===== src/rtl/dp_pkg.sv =====
// Shared definitions for the ARMv4 data-processing issue sequencer:
// opcodes, condition codes, FSM encoding and condition evaluation.
package dp_pkg;

   localparam logic [3:0] OP_AND = 4'h0;
   localparam logic [3:0] OP_EOR = 4'h1;
   localparam logic [3:0] OP_SUB = 4'h2;
   localparam logic [3:0] OP_RSB = 4'h3;
   localparam logic [3:0] OP_ADD = 4'h4;
   localparam logic [3:0] OP_ADC = 4'h5;
   localparam logic [3:0] OP_SBC = 4'h6;
   localparam logic [3:0] OP_RSC = 4'h7;
   localparam logic [3:0] OP_TST = 4'h8;
   localparam logic [3:0] OP_TEQ = 4'h9;
   localparam logic [3:0] OP_CMP = 4'hA;
   localparam logic [3:0] OP_CMN = 4'hB;
   localparam logic [3:0] OP_ORR = 4'hC;
   localparam logic [3:0] OP_MOV = 4'hD;
   localparam logic [3:0] OP_BIC = 4'hE;
   localparam logic [3:0] OP_MVN = 4'hF;

   localparam logic [3:0] COND_EQ = 4'h0;
   localparam logic [3:0] COND_NE = 4'h1;
   localparam logic [3:0] COND_CS = 4'h2;
   localparam logic [3:0] COND_CC = 4'h3;
   localparam logic [3:0] COND_MI = 4'h4;
   localparam logic [3:0] COND_PL = 4'h5;
   localparam logic [3:0] COND_VS = 4'h6;
   localparam logic [3:0] COND_VC = 4'h7;
   localparam logic [3:0] COND_HI = 4'h8;
   localparam logic [3:0] COND_LS = 4'h9;
   localparam logic [3:0] COND_GE = 4'hA;
   localparam logic [3:0] COND_LT = 4'hB;
   localparam logic [3:0] COND_GT = 4'hC;
   localparam logic [3:0] COND_LE = 4'hD;
   localparam logic [3:0] COND_AL = 4'hE;
   localparam logic [3:0] COND_NV = 4'hF;

   typedef enum logic [1:0] {
      ST_IDLE = 2'd0,
      ST_EXEC = 2'd1,
      ST_WB   = 2'd2
   } state_t;

   // nzcv is packed {N,Z,C,V}; NV never passes.
   function automatic logic cond_pass(input logic [3:0] cond, input logic [3:0] nzcv);
      logic n, z, c, v;
      {n, z, c, v} = nzcv;
      case (cond)
         COND_EQ: return z;
         COND_NE: return !z;
         COND_CS: return c;
         COND_CC: return !c;
         COND_MI: return n;
         COND_PL: return !n;
         COND_VS: return v;
         COND_VC: return !v;
         COND_HI: return c && !z;
         COND_LS: return !c || z;
         COND_GE: return n == v;
         COND_LT: return n != v;
         COND_GT: return !z && (n == v);
         COND_LE: return z || (n != v);
         COND_AL: return 1'b1;
         default: return 1'b0;
      endcase
   endfunction

endpackage


===== src/rtl/dp_operand2.sv =====
// Operand2 builder: rotated 8-bit immediate, or Rm (shifted by an immediate
// amount only when DP_SHIFT_EN is defined; otherwise Rm passes unchanged).
module dp_operand2
   import dp_pkg::*;
#(
   parameter int XLEN = 32
) (
   input  logic            use_imm,
   input  logic [11:0]     op2_field,
   input  logic [XLEN-1:0] rm,
   input  logic            carry_in,
   output logic [XLEN-1:0] op2
);

   logic [XLEN-1:0]   w_imm_ext;
   logic [4:0]        w_rot;
   logic [2*XLEN-1:0] w_imm_dbl;
   logic [XLEN-1:0]   w_rm_op;

   assign w_imm_ext = {{(XLEN-8){1'b0}}, op2_field[7:0]};
   assign w_rot     = {op2_field[11:8], 1'b0};
   assign w_imm_dbl = {w_imm_ext, w_imm_ext} >> w_rot;

`ifdef DP_SHIFT_EN
   logic [4:0]        w_amt;
   logic [2*XLEN-1:0] w_ror_dbl;

   assign w_amt     = op2_field[11:7];
   assign w_ror_dbl = {rm, rm} >> w_amt;

   // Amount 0 encodes LSR/ASR #32 and RRX.
   always_comb begin
      w_rm_op = rm;
      case (op2_field[6:5])
         2'b00: w_rm_op = rm << w_amt;
         2'b01: w_rm_op = (w_amt == 5'd0) ? '0 : (rm >> w_amt);
         2'b10: w_rm_op = (w_amt == 5'd0) ? {XLEN{rm[XLEN-1]}}
                                          : $unsigned($signed(rm) >>> w_amt);
         default: w_rm_op = (w_amt == 5'd0) ? {carry_in, rm[XLEN-1:1]}
                                            : w_ror_dbl[XLEN-1:0];
      endcase
   end
`else
   logic w_unused_carry;

   assign w_unused_carry = &{1'b0, carry_in};
   assign w_rm_op        = rm;
`endif

   assign op2 = use_imm ? w_imm_dbl[XLEN-1:0] : w_rm_op;

endmodule


===== src/rtl/dp_issue_ctrl.sv =====
// ARMv4 data-processing issue sequencer: IDLE -> EXEC -> WB, drives the external
// combinational ALU and performs condition check, writeback and NZCV update.
module dp_issue_ctrl
   import dp_pkg::*;
#(
   parameter int XLEN    = 32,
   parameter int RADDR_W = 4
) (
   input  logic               clk,
   input  logic               rst,
   input  logic               in_valid,
   output logic               in_ready,
   input  logic [31:0]        instr,
   input  logic [XLEN-1:0]    rn_val,
   input  logic [XLEN-1:0]    rm_val,
   output logic [XLEN-1:0]    alu_a,
   output logic [XLEN-1:0]    alu_b,
   output logic [3:0]         alu_sel,
   input  logic [2*XLEN-1:0]  alu_out,
   input  logic [3:0]         alu_nzcv,
   output logic               rd_we,
   output logic [RADDR_W-1:0] rd_addr,
   output logic [XLEN-1:0]    rd_data,
   output logic [3:0]         flags,
   output logic               done,
   output logic               skipped,
   output logic               undef
);

   state_t             r_state;
   logic [31:0]        r_instr;
   logic [XLEN-1:0]    r_alu_a;
   logic [XLEN-1:0]    r_alu_b;
   logic [3:0]         r_alu_sel;
   logic               r_rd_we;
   logic [RADDR_W-1:0] r_rd_addr;
   logic [XLEN-1:0]    r_rd_data;
   logic [3:0]         r_flags;
   logic               r_done;
   logic               r_skipped;
   logic               r_undef;

   logic [XLEN-1:0]    w_op2;
   logic               w_illegal;
   logic               w_pass;
   logic               w_writes_rd;
   logic               w_unused_bits;

   // Operand2 is formed from the incoming word at accept so the ALU inputs are
   // already stable for the whole EXEC cycle.
   dp_operand2 #(.XLEN(XLEN)) u_operand2 (
      .use_imm   (instr[25]),
      .op2_field (instr[11:0]),
      .rm        (rm_val),
      .carry_in  (r_flags[1]),
      .op2       (w_op2)
   );

   assign w_illegal = (r_instr[27:26] != 2'b00)
                    || (!r_instr[25] && r_instr[4])
                    || ((r_instr[24:23] == 2'b10) && !r_instr[20]);
   assign w_pass      = cond_pass(r_instr[31:28], r_flags);
   assign w_writes_rd = (r_instr[24:23] != 2'b10);
   assign w_unused_bits = &{1'b0, r_instr[19:16], r_instr[11:5], r_instr[3:0],
                            alu_out[2*XLEN-1:XLEN]};

   always_ff @(posedge clk or posedge rst) begin
      if (rst) begin
         r_state   <= ST_IDLE;
         r_instr   <= '0;
         r_alu_a   <= '0;
         r_alu_b   <= '0;
         r_alu_sel <= '0;
         r_rd_we   <= 1'b0;
         r_rd_addr <= '0;
         r_rd_data <= '0;
         r_flags   <= 4'b0000;
         r_done    <= 1'b0;
         r_skipped <= 1'b0;
         r_undef   <= 1'b0;
      end else begin
         case (r_state)
            ST_IDLE: begin
               if (in_valid) begin
                  r_instr   <= instr;
                  r_alu_a   <= rn_val;
                  r_alu_b   <= w_op2;
                  r_alu_sel <= instr[24:21];
                  r_state   <= ST_EXEC;
               end
            end
            ST_EXEC: begin
               r_done    <= 1'b1;
               r_undef   <= w_illegal;
               r_skipped <= !w_illegal && !w_pass;
               if (!w_illegal && w_pass) begin
                  if (w_writes_rd) begin
                     r_rd_we   <= 1'b1;
                     r_rd_addr <= r_instr[15:12];
                     r_rd_data <= alu_out[XLEN-1:0];
                  end
                  if (r_instr[20]) begin
                     r_flags <= alu_nzcv;
                  end
               end
               r_state <= ST_WB;
            end
            ST_WB: begin
               r_done    <= 1'b0;
               r_rd_we   <= 1'b0;
               r_skipped <= 1'b0;
               r_undef   <= 1'b0;
               r_state   <= ST_IDLE;
            end
            default: r_state <= ST_IDLE;
         endcase
      end
   end

   assign in_ready = (r_state == ST_IDLE) && !rst;
   assign alu_a    = r_alu_a;
   assign alu_b    = r_alu_b;
   assign alu_sel  = r_alu_sel;
   assign rd_we    = r_rd_we;
   assign rd_addr  = r_rd_addr;
   assign rd_data  = r_rd_data;
   assign flags    = r_flags;
   assign done     = r_done;
   assign skipped  = r_skipped;
   assign undef    = r_undef;

endmodule


===== config.mk =====
export PLATFORM = sky130hd
export DESIGN_NAME = dp_issue_ctrl
export DESIGN_NICKNAME = d
export VERILOG_FILES = /design/src/rtl/dp_pkg.sv /design/src/rtl/dp_operand2.sv /design/src/rtl/dp_issue_ctrl.sv
export SDC_FILE = /design/constraint.sdc
export NUM_CORES = 1
export LEC_CHECK = 0
export CAP_MARGIN = 0
export CELL_PAD_IN_SITES_DETAIL_PLACEMENT = 2
export CELL_PAD_IN_SITES_GLOBAL_PLACEMENT = 2
export CORE_MARGIN = 2
export CORE_UTILIZATION = 22
export DETAILED_ROUTE_END_ITERATION = 16
export PLACE_DENSITY_LB_ADDON = 0.1
export REMOVE_ABC_BUFFERS = 1
export SETUP_SLACK_MARGIN = 0.3
export SLEW_MARGIN = 10
export SYNTH_ARGS = -nofsm -noshare
export SYNTH_HDL_FRONTEND = slang
export SYNTH_SLANG_ARGS = --single-unit

===== constraint.sdc =====
create_clock -name clk -period 4.45 [get_ports clk]
set_input_delay 1.335 -clock clk [delete_from_list [all_inputs] [get_ports clk]]
set_output_delay 1.335 -clock clk [all_outputs]
set_load 0.01 [all_outputs]

Word level (Yosys, flattened, before mapping):

Index checks and enable logic that the tools add are counted.

* bits in registers: 146
* input port bits: 167

* shifts and indexed selects: 1
* reduce and logical (&&, ||, !) cells: 28
* multiplexer cells: 10
* equality and inequality tests: 23

Operators by type and width (count)
* >> shifter 40 x 5 -> 32 bit: 1
* 2-to-1 mux 32 bit: 1
* equality test 4 bit (second input constant): 7
* equality test 4 x 3 -> 1 bit (second input constant): 4
* case mux 1 bit (15 select lines): 1
* logical NOT 1 bit: 9
* AND reduction 3 bit: 3
* equality test 4 x 2 -> 1 bit (second input constant): 2
* inequality test 2 bit (second input constant): 4
* case mux 1 bit (2 select lines): 4
* logical AND 1 bit: 7
* equality test 2 bit (second input constant): 2
* equality test 4 x 1 -> 1 bit (second input constant): 1
* logical NOT 4 bit: 1
* logical OR 1 bit: 4
* case mux 2 bit (2 select lines): 1
* nonzero test 2 bit: 2
* equality test 2 x 1 -> 1 bit (second input constant): 1
* logical NOT 2 bit: 1
* 2-to-1 mux 1 bit: 2
* 2-to-1 mux 2 bit: 1
* AND reduction 2 bit: 1
* equality test 1 bit: 1
* inequality test 1 bit: 1

Logic depth before layout (Yosys ltp):

* depth after elaboration: 8
* depth in mapped cells: 9

Cells and area by module:

A second synthesis with hierarchy kept.

* cells, all modules: 442
* area total of the unflattened synthesis: 6063.3 um^2

Modules (own cells, without submodules)
* dp_issue_ctrl: area an instance 5172.5 um^2, cells an instance 320, times used 1
* dp_operand2: area an instance 890.9 um^2, cells an instance 122, times used 1

Worst setup path before layout:

No wires, ideal clock.

* path type: input to output
* from: input rst
* to: output in_ready
* path slack: 1.602 ns
* stages on the path: 1
* arrival time: 1.513 ns
* buffers on the path: 0
* cell sequence: nor2b_1

* longest elaborated chain between the ends: 2

Ends and longest elaborated chain
* from (decl): RTL line dp_issue_ctrl.sv:10 `input logic rst,`
* logical NOT 1 bit: RTL line dp_issue_ctrl.sv:120 `assign in_ready = (r_state == ST_IDLE) && !rst;`
* logical AND 1 bit: RTL line dp_issue_ctrl.sv:120
* to (decl): RTL line dp_issue_ctrl.sv:12 `output logic in_ready,`

Every way passes these cells.

Worst setup path in the final report:

Ends and elaborated chain as after synthesis.

==> reports/summary.txt <==
status - complete, no violations
Worst Path Required - 3.12 ns
Final Core Density - 35.2%
clock power share - 23.0%
reg2reg setup slack - 1.60 ns
postcts setup bufs - 0
Yosys top cell by area - dfrtp_1
power per cell area - 672 mW/mm²
Initial Utilization - 22.4%
CTS sink cnt - 127
initial antenna violation count - 1
Setup violations, final - 0
Net Sw Power - 2.06 mW
GR Util met1 - 17.8%
Combinational Power Share - 43.7%
cell depth of the worst flop-to-flop path - 6
layout cells sized above 1 - 19.5%
Reg power frac - 33.3%
measured slew at the worst slew-check pin - 0.936 ns
unrepaired setup endpoints after global routing - false
GPL Wtd Cong - 0.759
DRT Wirelength - 20.1 mm
synth-to-layout area growth - 56.9%
Die W - 167 µm
Setup TNS - 0 ns
total power draw - 6.16 mW
Worst Hold Depth - 1
crit end category - primary output
H-tree depth - 4
ANT nets after route - 0
Final Critical Period - 3.83 ns
CTS Buf Count - 17
top cell type's share of synthesized area - 54.4%
Hold Crit Endpoint - r_instr[25]
register bit count reported by yosys - 127
post-cts sizing count - 0
ys flop type - dfrtp_1
reg-to-reg startpoint - r_instr[30]
Worst Skew - 0.00880 ns
Reg area - 0.00318 mm²
relative slew slack - 37.6%
global routing's busiest layer - met2
via count - 4669
vias per cell - 4.43
# DRC - 0
top cells by count, synth - 127 x dfrtp_1, 62 x mux2_2, 35 x nand2_1
arrival time worst endpoint - 2.50 ns
final instance area - 0.00917 mm²
IO Count - 280
drt pass-1 iters - 4
drt initial violations - 147
grt met3 use - 4.75%
GRT Total Usage - 14.9%
number of port buffers - 243
Leak - 3.78 nW
ys async rst share - 100%
row count - 59
Layout fillers - 2749
Mean Syn Cell Area - 12.5 µm²
HP Class - register to register
largest net degree at the start of global routing - 97
sequential fraction of the synthesis area - 54.4%
final period utilization - 86.1%
WL/cell - 19.1 µm
count leader, synth - dfrtp_1
achievable frequency - 261 MHz
R2R Path End - rd_addr[1]
Netlist cell types - 46
kind of critical path - primary input to primary output
Synth area leaders - dfrtp_1 54%, mux2_2 12%, mux2_4 7.7%
Root Buffer - clkbuf_16
Die Y-Extent - 167 µm
Post-Synthesis Cell Area - 0.00584 mm²
Worst Hold Launch - r_instr[25]
Max FO, Critical Path - 2
NumNets Final - 876
CTS tree - yes
Internal Power - 4.11 mW
Post-synth EDFFs - 0
HPWL after DPL - 14.5 mm
Syn. warnings - 0
Hold Vio Cnt, Final - 0
Overflow after GRT - 0
Worst-Skew Late Latency - 0.42 ns
multi-input logic area - 0.00243 mm²
core area - 0.0261 mm²
Final Max Tran Viols - 0
Worst-path clk slew - 0.06 ns
placed cell area - 0.00857 mm²
sw frac - 33.4%
routing usage on met2 - 25.7%
vias in the first global route - 5348
first-pass GRT wire length - 32.3 mm
Max Cap Viol - 0
hold buffers post-CTS - 0
Clock Path Buffers - 2
Die ar. - 0.0279 mm²
CP startpoint kind - primary input
Syn Inst Count - 469
# diodes - 0
Max VDD drop - 277 µV
Hold Slack - 0.482 ns
-- cells in the final DEF, fill, tap and decap left out, types with 6 or more instances in the layout --
cell / n
clkdlybuf4s50_1: 243
mux2_4: 30
dfrtp_1: 127
nor3b_1: 12
a22oi_1: 12
clkbuf_16: 17
mux2_2: 62
nand2_1: 34
a21oi_1: 30
buf_4: 8
o21ai_0: 33
o221ai_1: 8
mux2i_1: 9
inv_1: 10
inv_6: 6
nor2_1: 11
nand3_1: 7
o22ai_1: 7
-- cell families (layout without fill, tap and decap cells) --
logic type               after synthesis  count (layout)  synth area share [%]
AO/OA/AOI/OAI                        102             102                  10.8
buffers and inverters                 45             294                  4.09
XOR/XNOR                               3               3                 0.450
AND/OR/NAND/NOR                       87              87                  8.16
flip-flops                           127             127                  54.4
multiplexers                         101             101                  21.2
adder cells (fa/ha/maj)                4               4                 0.857
-- sequential cells by signal (all words and copies together) (netlist names) --
| name | cells |
|---|---|
| alu_a | 32 |
| alu_b | 32 |
| done | 1 |
| flags | 4 |
| r_instr | 17 |
| r_state | 2 |
| rd_addr | 4 |
| rd_data | 32 |
| rd_we | 1 |
| skipped | 1 |
| undef | 1 |
-- how the worst max path moves through the flow --
stage                     from  endpoint  slack (ns)  cells after the start
after floorplan            rst  alu_a[0]       -0.27                      1
after CTS                  rst  in_ready        0.61                      3
after detailed placement   rst  in_ready        0.61                      3
after global routing       rst  in_ready        0.58                      3
after global placement     rst  in_ready        0.59                      3
final                      rst  in_ready        0.62                      3
-- power groups by stage --
stage	combinational (mW)	sequential, mW	clock, mW
2_1_floorplan	1.08	2.25	0
3_3_place_gp	2.68	2.04	0
3_5_place_dp	2.74	2.09	0
4_1_cts	2.76	2.07	1.49
5_1_grt	2.92	2.15	1.53
6_report	2.69	2.05	1.42
-- per-layer routing --
metal / up-vias / part of all wire (%)
li1: 2155 / -
met1: 2338 / 41
met2: 155 / 51
met3: 19 / 6.4
met4: 2 / 1.4
met5: - / 0.065
-- area by class of cell --
| cell class | count | share of cell area, % |
|---|---|---|
| Tap cell | 335 | 4.57 |
| Multi-Input combinational cell | 297 | 26.5 |
| Inverter | 11 | 0.505 |
| Clock inverter | 13 | 1.60 |
| Timing Repair Buffer | 251 | 27.2 |
| Clock buffer | 19 | 4.94 |
| Sequential cell | 127 | 34.7 |
-- critical path: stages --
cell	delay, ns
clkdlybuf4s50_1	0.49
nor2b_1	0.14
clkdlybuf4s50_1	0.54
-- per-stage QoR --
stage,setup slack (ns),std cells
after floorplan,-0.269,435
after CTS,0.610,1053
after detailed placement,0.610,1021
after global placement,0.590,1021
final,0.620,1053
after global routing,0.577,1053
Note: power is estimated with default switching activity, not from simulation.
